--- src/rtl/uart_pkg.sv ---
// Shared definitions for the UART transmit arbiter slice.
// Holds the default parameter values, the arbiter FSM state encoding and a
// helper for sizing requester index fields.
package uart_pkg;

  localparam int unsigned NREQ_DEFAULT      = 4;
  localparam int unsigned BYTESIZES_DEFAULT = 8;
  localparam int unsigned MAX_BURST_DEFAULT = 16;

  // Arbiter FSM state encoding.
  typedef logic [1:0] state_t;
  localparam state_t IDLE  = 2'd0;
  localparam state_t SEND  = 2'd1;
  localparam state_t DRAIN = 2'd2;

  // Width of an index into n requesters; never narrower than one bit.
  function automatic int unsigned idx_width(input int unsigned n);
    return (n > 1) ? $clog2(n) : 1;
  endfunction

endpackage

--- src/rtl/uart_rr_picker.sv ---
// Combinational round-robin picker.
// Searches upward from last_idx+1, wrapping, and returns the first set request.
// Ports:
//   req      - request vector, one bit per requester
//   last_idx - index of the previous owner; the search starts just above it
//   grant    - one-hot winner, all-zero when nothing is requesting
//   found    - high when grant holds a winner
module uart_rr_picker
  import uart_pkg::*;
#(
  parameter int unsigned NREQ = NREQ_DEFAULT,
  parameter int unsigned IDXW = idx_width(NREQ)
) (
  input  logic [NREQ-1:0] req,
  input  logic [IDXW-1:0] last_idx,
  output logic [NREQ-1:0] grant,
  output logic            found
);

  logic [IDXW-1:0] cand;

  always_comb begin
    grant = '0;
    found = 1'b0;
    cand  = '0;
    // Offset 1..NREQ so the previous owner is considered last.
    for (int unsigned i = 1; i <= NREQ; i++) begin
      cand = IDXW'((32'(last_idx) + i) % NREQ);
      if (!found && req[cand]) begin
        grant[cand] = 1'b1;
        found       = 1'b1;
      end
    end
  end

endmodule

--- src/rtl/uart_tx_arbiter.sv ---
// Round-robin arbiter sharing one UART transmitter between NREQ requesters.
// A winner keeps the grant until it sends a byte marked last or reaches
// MAX_BURST bytes; bytes pass through a single holding register.
// Ports:
//   clock, reset   - rising-edge clock, asynchronous active-high reset
//   req_valid_in   - per-requester byte valid
//   req_data_in    - per-requester byte, requester i at [i*BYTESIZES +: BYTESIZES]
//   req_last_in    - per-requester end-of-message marker
//   req_ready_out  - per-requester accept, only ever set for the owner
//   tx_valid_out   - byte valid toward the UART transmitter
//   tx_data_out    - byte toward the UART transmitter
//   tx_ready_in    - UART transmitter ready
//   grant_out      - one-hot current owner, zero when idle
//   busy_out       - high whenever the FSM is not idle
module uart_tx_arbiter
  import uart_pkg::*;
#(
  parameter int unsigned NREQ      = NREQ_DEFAULT,
  parameter int unsigned BYTESIZES = BYTESIZES_DEFAULT,
  parameter int unsigned MAX_BURST = MAX_BURST_DEFAULT
) (
  input  logic                      clock,
  input  logic                      reset,
  input  logic [NREQ-1:0]           req_valid_in,
  input  logic [NREQ*BYTESIZES-1:0] req_data_in,
  input  logic [NREQ-1:0]           req_last_in,
  output logic [NREQ-1:0]           req_ready_out,
  output logic                      tx_valid_out,
  output logic [BYTESIZES-1:0]      tx_data_out,
  input  logic                      tx_ready_in,
  output logic [NREQ-1:0]           grant_out,
  output logic                      busy_out
);

  localparam int unsigned IDXW = idx_width(NREQ);
  localparam int unsigned CNTW = $clog2(MAX_BURST + 1);

  state_t               state_q, state_d;
  logic [NREQ-1:0]      grant_q, grant_d;
  logic [IDXW-1:0]      grant_idx_q, grant_idx_d;
  logic [IDXW-1:0]      last_grant_q, last_grant_d;
  logic [BYTESIZES-1:0] hold_data_q, hold_data_d;
  logic                 hold_full_q, hold_full_d;
  logic [CNTW-1:0]      burst_cnt_q, burst_cnt_d;

  logic [NREQ-1:0]      pick_grant;
  logic                 pick_found;
  logic [IDXW-1:0]      pick_idx;

  logic                 sel_valid;
  logic                 sel_last;
  logic [BYTESIZES-1:0] sel_data;
  logic                 req_fire;
  logic                 tx_fire;
  logic [CNTW-1:0]      burst_inc;

  uart_rr_picker #(
    .NREQ (NREQ),
    .IDXW (IDXW)
  ) u_picker (
    .req      (req_valid_in),
    .last_idx (last_grant_q),
    .grant    (pick_grant),
    .found    (pick_found)
  );

  // One-hot to index for the picked requester.
  always_comb begin
    pick_idx = '0;
    for (int unsigned i = 0; i < NREQ; i++) begin
      if (pick_grant[i]) pick_idx = IDXW'(i);
    end
  end

  // Route the owner's request lines.
  always_comb begin
    sel_valid = 1'b0;
    sel_last  = 1'b0;
    sel_data  = '0;
    for (int unsigned i = 0; i < NREQ; i++) begin
      if (grant_idx_q == IDXW'(i)) begin
        sel_valid = req_valid_in[i];
        sel_last  = req_last_in[i];
        sel_data  = req_data_in[i*BYTESIZES +: BYTESIZES];
      end
    end
  end

  // Ready is only offered while the holding register is empty, so a requester
  // transfer and a TX transfer never coincide.
  assign req_fire  = (state_q == SEND) && !hold_full_q && sel_valid;
  assign tx_fire   = hold_full_q && tx_ready_in;
  assign burst_inc = burst_cnt_q + CNTW'(1);

  always_comb begin
    state_d      = state_q;
    grant_d      = grant_q;
    grant_idx_d  = grant_idx_q;
    last_grant_d = last_grant_q;
    hold_data_d  = hold_data_q;
    hold_full_d  = hold_full_q;
    burst_cnt_d  = burst_cnt_q;

    if (tx_fire) hold_full_d = 1'b0;

    case (state_q)
      IDLE: begin
        if (pick_found) begin
          grant_d     = pick_grant;
          grant_idx_d = pick_idx;
          state_d     = SEND;
        end
      end
      SEND: begin
        if (req_fire) begin
          hold_data_d = sel_data;
          hold_full_d = 1'b1;
          if (burst_cnt_q != CNTW'(MAX_BURST)) burst_cnt_d = burst_inc;
          if (sel_last || (burst_inc == CNTW'(MAX_BURST))) state_d = DRAIN;
        end
      end
      DRAIN: begin
        // Leave only once the final byte has gone out.
        if (!hold_full_q) begin
          state_d      = IDLE;
          last_grant_d = grant_idx_q;
          burst_cnt_d  = '0;
          grant_d      = '0;
        end
      end
      default: begin
        state_d = IDLE;
        grant_d = '0;
      end
    endcase
  end

  always_ff @(posedge clock or posedge reset) begin
    if (reset) begin
      state_q      <= IDLE;
      grant_q      <= '0;
      grant_idx_q  <= '0;
      last_grant_q <= IDXW'(NREQ - 1);
      hold_data_q  <= '0;
      hold_full_q  <= 1'b0;
      burst_cnt_q  <= '0;
    end else begin
      state_q      <= state_d;
      grant_q      <= grant_d;
      grant_idx_q  <= grant_idx_d;
      last_grant_q <= last_grant_d;
      hold_data_q  <= hold_data_d;
      hold_full_q  <= hold_full_d;
      burst_cnt_q  <= burst_cnt_d;
    end
  end

  assign req_ready_out = ((state_q == SEND) && !hold_full_q) ? grant_q : '0;
  assign tx_valid_out  = hold_full_q;
  assign tx_data_out   = hold_data_q;
  assign grant_out     = grant_q;
  assign busy_out      = (state_q != IDLE);

endmodule
--- config.mk ---
export PLATFORM = sky130hd
export DESIGN_NAME = uart_tx_arbiter
export DESIGN_NICKNAME = d
export VERILOG_FILES = /design/src/rtl/uart_pkg.sv /design/src/rtl/uart_rr_picker.sv /design/src/rtl/uart_tx_arbiter.sv
export SDC_FILE = /design/constraint.sdc
export NUM_CORES = 1
export LEC_CHECK = 0
export BUFFER_PORTS_ARGS = -buffer_cell sky130_fd_sc_hd__buf_2
export CAP_MARGIN = 5
export CELL_PAD_IN_SITES_DETAIL_PLACEMENT = 0
export CELL_PAD_IN_SITES_GLOBAL_PLACEMENT = 1
export CORE_AREA = 3 3 82 68
export DETAILED_ROUTE_END_ITERATION = 7
export DIE_AREA = 0 0 85 71
export PLACE_DENSITY_LB_ADDON = 0.05
export SYNTH_ARGS = -nofsm -noshare
export SYNTH_HDL_FRONTEND = slang
export SYNTH_HIERARCHICAL = 1
export SYNTH_SLANG_ARGS = --single-unit
--- constraint.sdc ---
create_clock -name clock -period 2.79 [get_ports clock]
set_clock_uncertainty 0.05 [all_clocks]
set_input_delay 0.558 -clock clock [delete_from_list [all_inputs] [get_ports clock]]
set_output_delay 0.558 -clock clock [all_outputs]
set_load 0.02 [all_outputs]
# Word-level counts from Yosys, hierarchy flattened
# Index checks and enable logic that the tools add are counted.
[totals]
regBits = 24
in_bits = 43
[classes]
add_sub_neg = 5
order_cmp = 8
n_eq_ne = 12
n_mux = 55
n_bitwise = 5
n_reduce_logical = 25
[op_table]
columns = ["op", "n"]
rows = [
  ["8-bit 2-to-1 mux", 4],
  ["4-bit 2-to-1 mux", 7],
  ["1-bit 2-to-1 mux", 24],
  ["5-bit 2-to-1 mux", 3],
  ["2-bit by 3-bit < comparator with 1-bit output, second input constant", 4],
  ["2-bit 2-to-1 mux", 6],
  ["4-bit bitwise OR", 3],
  ["4-bit one-hot mux with 3 select lines", 1],
  ["1-bit logical AND", 10],
  ["5-bit one-hot mux with 2 select lines", 1],
  ["1-bit binary-select mux with 2-bit select", 4],
  ["1-bit demux with 2-bit select", 4],
  ["2-bit by 1-bit greater-or-equal comparator with 1-bit output, second input constant", 4],
  ["4-bit AND reduction", 2],
  ["2-bit == test, second input constant", 3],
  ["2-bit != test, second input constant", 3],
  ["2-bit one-hot mux with 3 select lines", 1],
  ["2-bit AND reduction", 3],
  ["5-bit by 1-bit adder with 5-bit output, second input constant", 1],
  ["5-bit == test, second input constant", 1],
  ["5-bit != test, second input constant", 1],
  ["2-bit by 1-bit adder with 2-bit output, second input constant", 2],
  ["2-bit adder, second input constant", 2],
  ["2-bit by 1-bit == test with 1-bit output, second input constant", 2],
  ["7 further kinds", 14],
]

# Logic depth before layout (Yosys ltp)
# Gate-level depths: netlist of the first run.
[logic_depth]
depth_word = 16
depth_mapped = 10
ltp_nobuf = 9

# Cells and area by module
# The synthesis of the first run kept the hierarchy.
[modules_own_cells]
columns = ["module", "n_inst", "cells_each", "area_each_um2"]
rows = [
  ["uart_tx_arbiter", 1, 126, 1451.4],
  ["uart_rr_picker", 1, 48, 415.4],
]

# Worst setup path after synthesis of the first run
# Ideal clock, no wire load.
[synth_timing]
path_type = "register to register"
startpoint = "register last_grant_q[1]"
endpoint = "register grant_q[2] (netlist: grant_out[2])"
setup_ns = 0.136
arrival_time_ns = 2.240
setup_slack_ns = 0.364
stages_incl_launch_ff = 10
path_cell_list = "dfstp_2 -> buf_6 -> inv_1 -> ha_1 -> mux2_2 -> nand4_1 -> o21ai_0 -> a221o_1 -> a32oi_1 -> o21ai_0"
[synth_between]
elab_chain_len = 15
elab_cells_between_ends = 53
classes_between = "4 x add/sub; 8 x order compare; 1 x eq/ne; 26 x mux; 3 x bitwise; 11 x reduce/logical"
[synth_lines]
columns = ["element", "line_no", "text"]
rows = [
  ["start: declaration", "uart_tx_arbiter.sv:41", "logic [IDXW-1:0] last_grant_q, last_grant_d;"],
  ["start signal: assignment", "uart_tx_arbiter.sv:143", "last_grant_q <= IDXW'(NREQ - 1);"],
  ["start signal: assignment", "uart_tx_arbiter.sv:151", "last_grant_q <= last_grant_d;"],
  ["parallel branches: the longest is 12 deep, another holds 2-bit by 3-bit < comparator with 1-bit output", "-", ""],
  ["4-bit 2-to-1 mux (*)", "uart_rr_picker.sv:29", "if (!found && req[cand]) begin"],
  ["via pick_grant[2]", "uart_tx_arbiter.sv:46", "logic [NREQ-1:0] pick_grant;"],
  ["4-bit 2-to-1 mux (*)", "uart_tx_arbiter.sv:108", "if (pick_found) begin"],
  ["4-bit one-hot mux with 3 select lines (*)", "uart_tx_arbiter.sv:106", "case (state_q)"],
  ["end signal: assignment", "uart_tx_arbiter.sv:149", "grant_q <= grant_d;"],
  ["end: declaration", "uart_tx_arbiter.sv:39", "logic [NREQ-1:0] grant_q, grant_d;"],
]
# Mark *: on every way through the listed nets, which the timed path passes. The select of a mux whose other input is x is not followed.
# A chain may end at the register's enable or synchronous reset.

# Worst setup path after layout of the first run
[layout_timing]
startpoint = "register last_grant_q[0]"
endpoint = "register grant_idx_q[0]"
[layout_between]
elab_cells_between_ends = 53
classes_between = "4 x add/sub; 8 x order compare; 27 x mux; 3 x bitwise; 11 x reduce/logical"
[layout_lines]
columns = ["element", "line_no", "text"]
rows = [
  ["parallel branches: the longest is 12 deep, another holds 2-bit by 3-bit < comparator with 1-bit output", "-", ""],
  ["4-bit 2-to-1 mux (*)", "uart_rr_picker.sv:29", ""],
  ["via pick_grant[2]", "uart_tx_arbiter.sv:46", ""],
  ["2-bit 2-to-1 mux (*) (2 in series)", "uart_tx_arbiter.sv:71", "if (pick_grant[i]) pick_idx = IDXW'(i);"],
  ["end signal: assignment", "uart_tx_arbiter.sv:150", "grant_idx_q <= grant_idx_d;"],
  ["end: declaration", "uart_tx_arbiter.sv:40", "logic [IDXW-1:0] grant_idx_q, grant_idx_d;"],
]
# Marked as above.

==> results of run 1 <==
## state kept, by name, indices dropped and copies added (netlist names)
signal / count
burst_cnt_q: 5
tx_data_out: 8
grant_idx_q: 2
state_q: 2
tx_valid_out: 1
grant_out: 4
last_grant_q: 2
## cells in the final DEF (no fill, tap or decap), types with 4 or more instances in the layout
| cell type | Yosys | final |
|---|---|---|
| a21oi_1 | 6 | 6 |
| a221o_1 | 4 | 4 |
| a31oi_1 | 4 | 4 |
| and2_1 | 4 | 4 |
| buf_2 | 1 | 60 |
| dfrtp_1 | 22 | 22 |
| ha_1 | 10 | 10 |
| inv_1 | 14 | 14 |
| mux2_2 | 4 | 4 |
| mux2_4 | 7 | 7 |
| mux2i_1 | 8 | 8 |
| mux4_2 | 9 | 9 |
| nand2_1 | 18 | 18 |
| o21ai_0 | 6 | 5 |
| o31ai_1 | 4 | 4 |
## metal layers
metal / global-route usage / vias to the layer above / share of wire
met4: 0.0439 / 0 / 0.0084
met2: 0.267 / 35 / 0.49
met5: 0 / - / 0
li1: - / 784 / -
met1: 0.219 / 824 / 0.46
met3: 0.0268 / 4 / 0.038
## metrics by stage
| stage | instances | total power, uW | hold WS (ns) | setup WS, ns |
|---|---|---|---|---|
| floorplan | 174 | 1920 | 0.422 | 0.364 |
| global placement | 291 | 2280 | 0.408 | 0.291 |
| detailed placement | 291 | 2330 | 0.413 | 0.151 |
| CTS | 295 | 2540 | 0.419 | 0.140 |
| global route | 295 | 2740 | 0.437 | 0.132 |
| finish | 295 | 2530 | 0.419 | 0.275 |
## power by group through the flow
stage	combinational, uW	clock [uW]	sequential [uW]
floorplan	1150	0	774
global placement	1490	0	788
detailed placement	1530	0	799
CTS	1530	219	798
global route	1670	239	839
finish	1520	215	794
## worst reg2reg max path, stage by stage (launching register included)
cell and delay (ns):
dfstp_2 0.61, inv_1 0.08, ha_1 0.40, mux2i_1 0.25, o2111ai_1 0.16, o21ai_1 0.30, a221o_1 0.26, inv_1 0.05
a21oi_1 0.12, a31oi_1 0.10
## logic make-up after synthesis
family / count (synthesis) / synth area share
muxes: 30 / 0.260
adders and majority gates: 10 / 0.0670
and+or+nand+nor: 52 / 0.162
AOI/OAI and AO/OA: 36 / 0.135
buffers and inverters: 22 / 0.0529
DFF: 24 / 0.323
## cells in the mapped netlist (all sizes together) (2+ instances only)
cell type and n:
a21oi 6, a221o 4, a31oi 4, a32oi 3, and2 5, and3 2, and4b 2, buf 3
clkbuf 5, dfrtp 22, dfstp 2, ha 10, inv 14, mux2 11, mux2i 8, mux4 11
nand2 18, nand2b 2, nand3 3, nand3b 2, nand4 3, nor2 3, nor2b 2, nor3 3
nor4b 2, o211ai 3, o21ai 8, o31ai 4
## area by class of cell
| class | instances | share of cell area |
|---|---|---|
| inverters | 14 | 0.0232 |
| multi-input cells | 128 | 0.514 |
| flip-flops and latches | 24 | 0.266 |
| well taps | 62 | 0.0342 |
| clock buffers | 4 | 0.0199 |
| repair buffers | 63 | 0.142 |
## worst paths after layout
check / start / end / cells after the start
max: last_grant_q[0] / grant_idx_q[0] / 9
max in group asynchronous: reset / burst_cnt_q[3] / 2
min: reset / burst_cnt_q[4] / 2
min in group clock: tx_ready_in / tx_valid_out / 2
min reg2reg: tx_data_out[4] / tx_data_out[4] / 2
max reg2reg: last_grant_q[0] / grant_idx_q[0] / 9
## repair_timing
action / in CTS / in global routing
setup endpoints to repair: 0 / 1
hold buffers: 0 / 0
resized for setup: 0 / 1
==> flow_metrics.env, run 1 <==
export IMPL_status="finished clean"
export IMPL_postPlaceCellArea_sq_um=2220
export IMPL_htree_levels=1
export IMPL_clock_latency_ns=0.27
export IMPL_finalSetupTns_ns=0
export IMPL_crit_family="compound AO/OA/AOI/OAI gates"
export IMPL_internal_power_uw=1370
export IMPL_synthTopCellsByArea="dfrtp_1 (29%), mux4_2 (11%), ha_1 (6.7%)"
export IMPL_cts_setup_buffers=0
export IMPL_dr_pass1_iters=4
export IMPL_grt_pass1_wl_um=7820
export IMPL_crit_slowest_cell="dfstp_2"
export IMPL_synth_edff_count=0
export IMPL_clockBufferDepth=2
export IMPL_setup_viol=0
export IMPL_place_hpwl_um=3590
export IMPL_max_slew_margin=0.394
export IMPL_grt_pass1_vias=1644
export IMPL_path_class="reg -> reg"
export IMPL_ys_types=43
export IMPL_num_rows=23
export IMPL_drc=0
export IMPL_worstPathArrival_ns=2.59
export IMPL_start_util=0.379
export IMPL_syn_area_per_cell_sq_um=10.7
export IMPL_io_pins=61
export IMPL_power_frac_comb=0.601
export IMPL_grt_overflow_total=0
export IMPL_path_common_cell="inv_1"
export IMPL_p_sw_uw=1150
export IMPL_antenna_left=0
export IMPL_die_w_um=85
export IMPL_startpoint_type="register"
export IMPL_tritoncts="built"
export IMPL_final_design_area_no_fill_sq_um=2270
export IMPL_io_buffer_count=60
export IMPL_placeableCoreArea_sq_um=4920
export IMPL_yosysSeqAreaShare=0.323
export IMPL_critPathRequiredTime_ns=2.86
export IMPL_rsz0062_at_grt="no"
export IMPL_syn_inst=174
export IMPL_routed_wirelength_um=4770
export IMPL_post_route_period_util=0.901
export IMPL_gp_congestion=0.771
export IMPL_dieArea_sq_um=6040
export IMPL_fill_cells=476
export IMPL_ir_drop_uv=374
export IMPL_ff_latch_area_sq_um=603
export IMPL_fmax_ghz=0.398
export IMPL_drv_slew=0
export IMPL_drive_gt1_frac=0.391
export IMPL_final_hold_violation_count=0
export IMPL_cts_sinks=24
export IMPL_rrSetupSlack_ns=0.28
export IMPL_die_h_um=71
export IMPL_p_leak_uw=0.00107
export IMPL_wl_per_cell_um=16.2
export IMPL_period_needed_ns=2.51
export IMPL_root_buffer="clkbuf_8"
export IMPL_ys_warn_count=6
export IMPL_cts_reportedPaths_clkPinSlew_ns=0.09
export IMPL_yosysTopAreaCellShare=0.295
export IMPL_syn2layout_area_growth_pct=21.4
export IMPL_drv_cap=0
export IMPL_powerDensity_nw_per_um2=1120
export IMPL_postLayoutCoreUtil=0.460
export IMPL_min_path_type="in -> async"
export IMPL_via_per_inst=5.58
export IMPL_slowest_delay_ns=0.61
export IMPL_nets=287
export IMPL_p_clk_frac=0.085
export IMPL_path_buf_inv=2
export IMPL_grt_max_degree=25
export IMPL_synth_area_leader_cell="dfrtp_1"
export IMPL_cp_end_kind="register"
export IMPL_antenna_found_initial=0
export IMPL_worstMarginPinSlew_ns=0.908
export IMPL_crit_chain="inv_1, ha_1, mux2i_1, o2111ai_1, o21ai_1, a221o_1, inv_1, a21oi_1, a31oi_1"
export IMPL_swShare=0.456
export IMPL_antenna_cells=0
export IMPL_synthFlopType="dfrtp_1"
export IMPL_multiInputGateArea_sq_um=1160
export IMPL_path_max_fanout=8
export IMPL_async_flop_share=1.00
export IMPL_ys_seq_elements=24
export IMPL_synth_fp_nets=227
export IMPL_vias=1647
export IMPL_synthesis_area_sq_um=1870
export IMPL_dr_first_iter_drc_count=86
export IMPL_pwr_share_seq=0.314
export IMPL_grt_use_total=0.161
export IMPL_cts_buffers=3
No activity file was read; power rests on OpenSTA's default activity.
==> inputs of run 2 (changes only) <==
--- a/config.mk
+++ b/config.mk
@@ -10,9 +10,11 @@
 export CELL_PAD_IN_SITES_DETAIL_PLACEMENT = 0
 export CELL_PAD_IN_SITES_GLOBAL_PLACEMENT = 1
 export CORE_AREA = 3 3 82 68
+export CTS_CLUSTER_DIAMETER = 200
 export DETAILED_ROUTE_END_ITERATION = 7
 export DIE_AREA = 0 0 85 71
 export PLACE_DENSITY_LB_ADDON = 0.05
+export REMOVE_ABC_BUFFERS = 1
 export SYNTH_ARGS = -nofsm -noshare
 export SYNTH_HDL_FRONTEND = slang
 export SYNTH_HIERARCHICAL = 1
==> flow_metrics.env, run 2 (synthesis results as in run 1) <==
export IMPL_largest_reg_flops=8
export IMPL_rsz0062_at_grt="no"
export IMPL_dp_slack_ns=0.136
export IMPL_cts_setup_buffers=0
export IMPL_io_buffer_count=60
export IMPL_grt_overflow_total=0
export IMPL_p_leak_uw=0.00109
export IMPL_dr_pass1_iters=4
export IMPL_root_buffer="clkbuf_8"
export IMPL_setup_viol=0
export IMPL_num_rows=23
export IMPL_antenna_cells=0
export IMPL_slowest_delay_ns=0.62
export IMPL_grt_pass1_vias=1581
export IMPL_final_hold_violation_count=0
export IMPL_tritoncts="built"
export IMPL_post_route_period_util=0.912
export IMPL_io_pins=61
export IMPL_postPlaceCellArea_sq_um=2230
export IMPL_wl_per_cell_um=15.5
export IMPL_drive_gt1_frac=0.397
export IMPL_htree_levels=1
export IMPL_start_util=0.379
export IMPL_die_w_um=85
export IMPL_die_h_um=71
export IMPL_min_path_type="in -> async"
export IMPL_hold_buffers=0
export IMPL_cts_buffers=3
export IMPL_path_common_cell="inv_1"
export IMPL_dr_first_iter_drc_count=50
export IMPL_powerDensity_nw_per_um2=1130
export IMPL_place_hpwl_um=3580
export IMPL_worstPathArrival_ns=2.62
export IMPL_vias=1620
export IMPL_routed_wirelength_um=4580
export IMPL_path_class="reg -> reg"
export IMPL_final_cell_mix="buf_2 (60), dfrtp_1 (22), nand2_1 (18)"
export IMPL_max_slew_margin=0.569
export IMPL_grt_max_degree=23
export IMPL_placeableCoreArea_sq_um=4920
export IMPL_path_max_fanout=8
export IMPL_clockBufferDepth=2
export IMPL_startpoint_type="register"
export IMPL_gp_congestion=0.777
export IMPL_cts_reportedPaths_clkPinSlew_ns=0.09
export IMPL_period_needed_ns=2.54
export IMPL_grt_pass1_wl_um=7410
export IMPL_antenna_found_initial=0
export IMPL_final_common_cell="buf_2"
export IMPL_finalSetupTns_ns=0
export IMPL_dieArea_sq_um=6040
export IMPL_nets=288
export IMPL_clock_latency_ns=0.26
export IMPL_status="finished clean"
export IMPL_critPathRequiredTime_ns=2.86
export IMPL_cp_end_kind="register"
export IMPL_drv_cap=0
export IMPL_via_per_inst=5.47
export IMPL_crit_slowest_cell="dfstp_2"
export IMPL_grt_use_total=0.150
export IMPL_drv_slew=0
export IMPL_antenna_left=0
export IMPL_postLayoutCoreUtil=0.467
export IMPL_fmax_ghz=0.393
export IMPL_drc=0
export IMPL_syn2layout_area_growth_pct=23.2
export IMPL_worstMarginPinSlew_ns=0.641
export IMPL_cts_sinks=24
export IMPL_ir_drop_uv=435
export IMPL_crit_chain="inv_1, ha_1, mux2i_1, o2111ai_1, o21ai_1, a221o_1, inv_1, a21oi_1, a31oi_1"
export IMPL_final_design_area_no_fill_sq_um=2300
export IMPL_finalWorstSetupSlack_ns=0.245
export IMPL_cts_resized=0
run 2: changes by cell type in the layout (fill, tap and decap cells not counted), sizes merged:
cell / change
buf: +1
bufinv: +1
clkbuf: -1
run 2: worst paths after layout:
kind,end,slack (ns),depth (start not counted),startpoint
hold reg to reg,tx_data_out[4],0.44,2,tx_data_out[4]
hold / removal,tx_data_out[2],0.08,2,reset
setup reg to reg,grant_idx_q[0],0.25,9,last_grant_q[0]
max in group asynchronous,last_grant_q[0],2.07,3,reset
min in group clock,tx_valid_out,0.42,2,tx_ready_in
setup / recovery,grant_idx_q[0],0.25,9,last_grant_q[0]
run 2: final cells by class:
| cell class | count | area [sq um] |
|---|---|---|
| repair buffers | 64 | 330 |
| well taps | 62 | 77.6 |
| clock buffers | 3 | 41.3 |
| inverters | 14 | 52.6 |
| multi-input cells | 128 | 1160 |
| clock inverters | 1 | 30.0 |
| fillers | 493 | 2620 |
| flip-flops and latches | 24 | 603 |
run 2: report_power, final:
group / switching [uW] / total [uW] / internal (uW)
Combinational: 761 / 1510 / 748
Sequential: 264 / 789 / 525
Clock: 116 / 308 / 192
Total: 1140 / 2610 / 1460
run 2: through the flow:
step	instances	hold WS, ns	power [uW]
finish	296	0.0823	2610
global route	296	0.0694	2810
CTS	296	0.0723	2620
detailed placement	292	0.371	2310
global placement	292	0.372	2280
floorplan	166	0.422	1870
run 2: worst max-delay path: cells and delay by family, from the launching register on:
family          cells  cell delay (ns)
compound gates      5             0.94
flops               1             0.62
fa+ha+maj           1             0.40
mux                 1             0.26
buf+inv             2             0.13
run 2: routing by layer:
layer | wire [um] | global-route usage | up-vias
li1 | - | - | 784
met4 | 34 | 0.0316 | 0
met3 | 195 | 0.0233 | 4
met5 | 0 | 0 | -
met2 | 2140 | 0.247 | 51
met1 | 2220 | 0.209 | 781
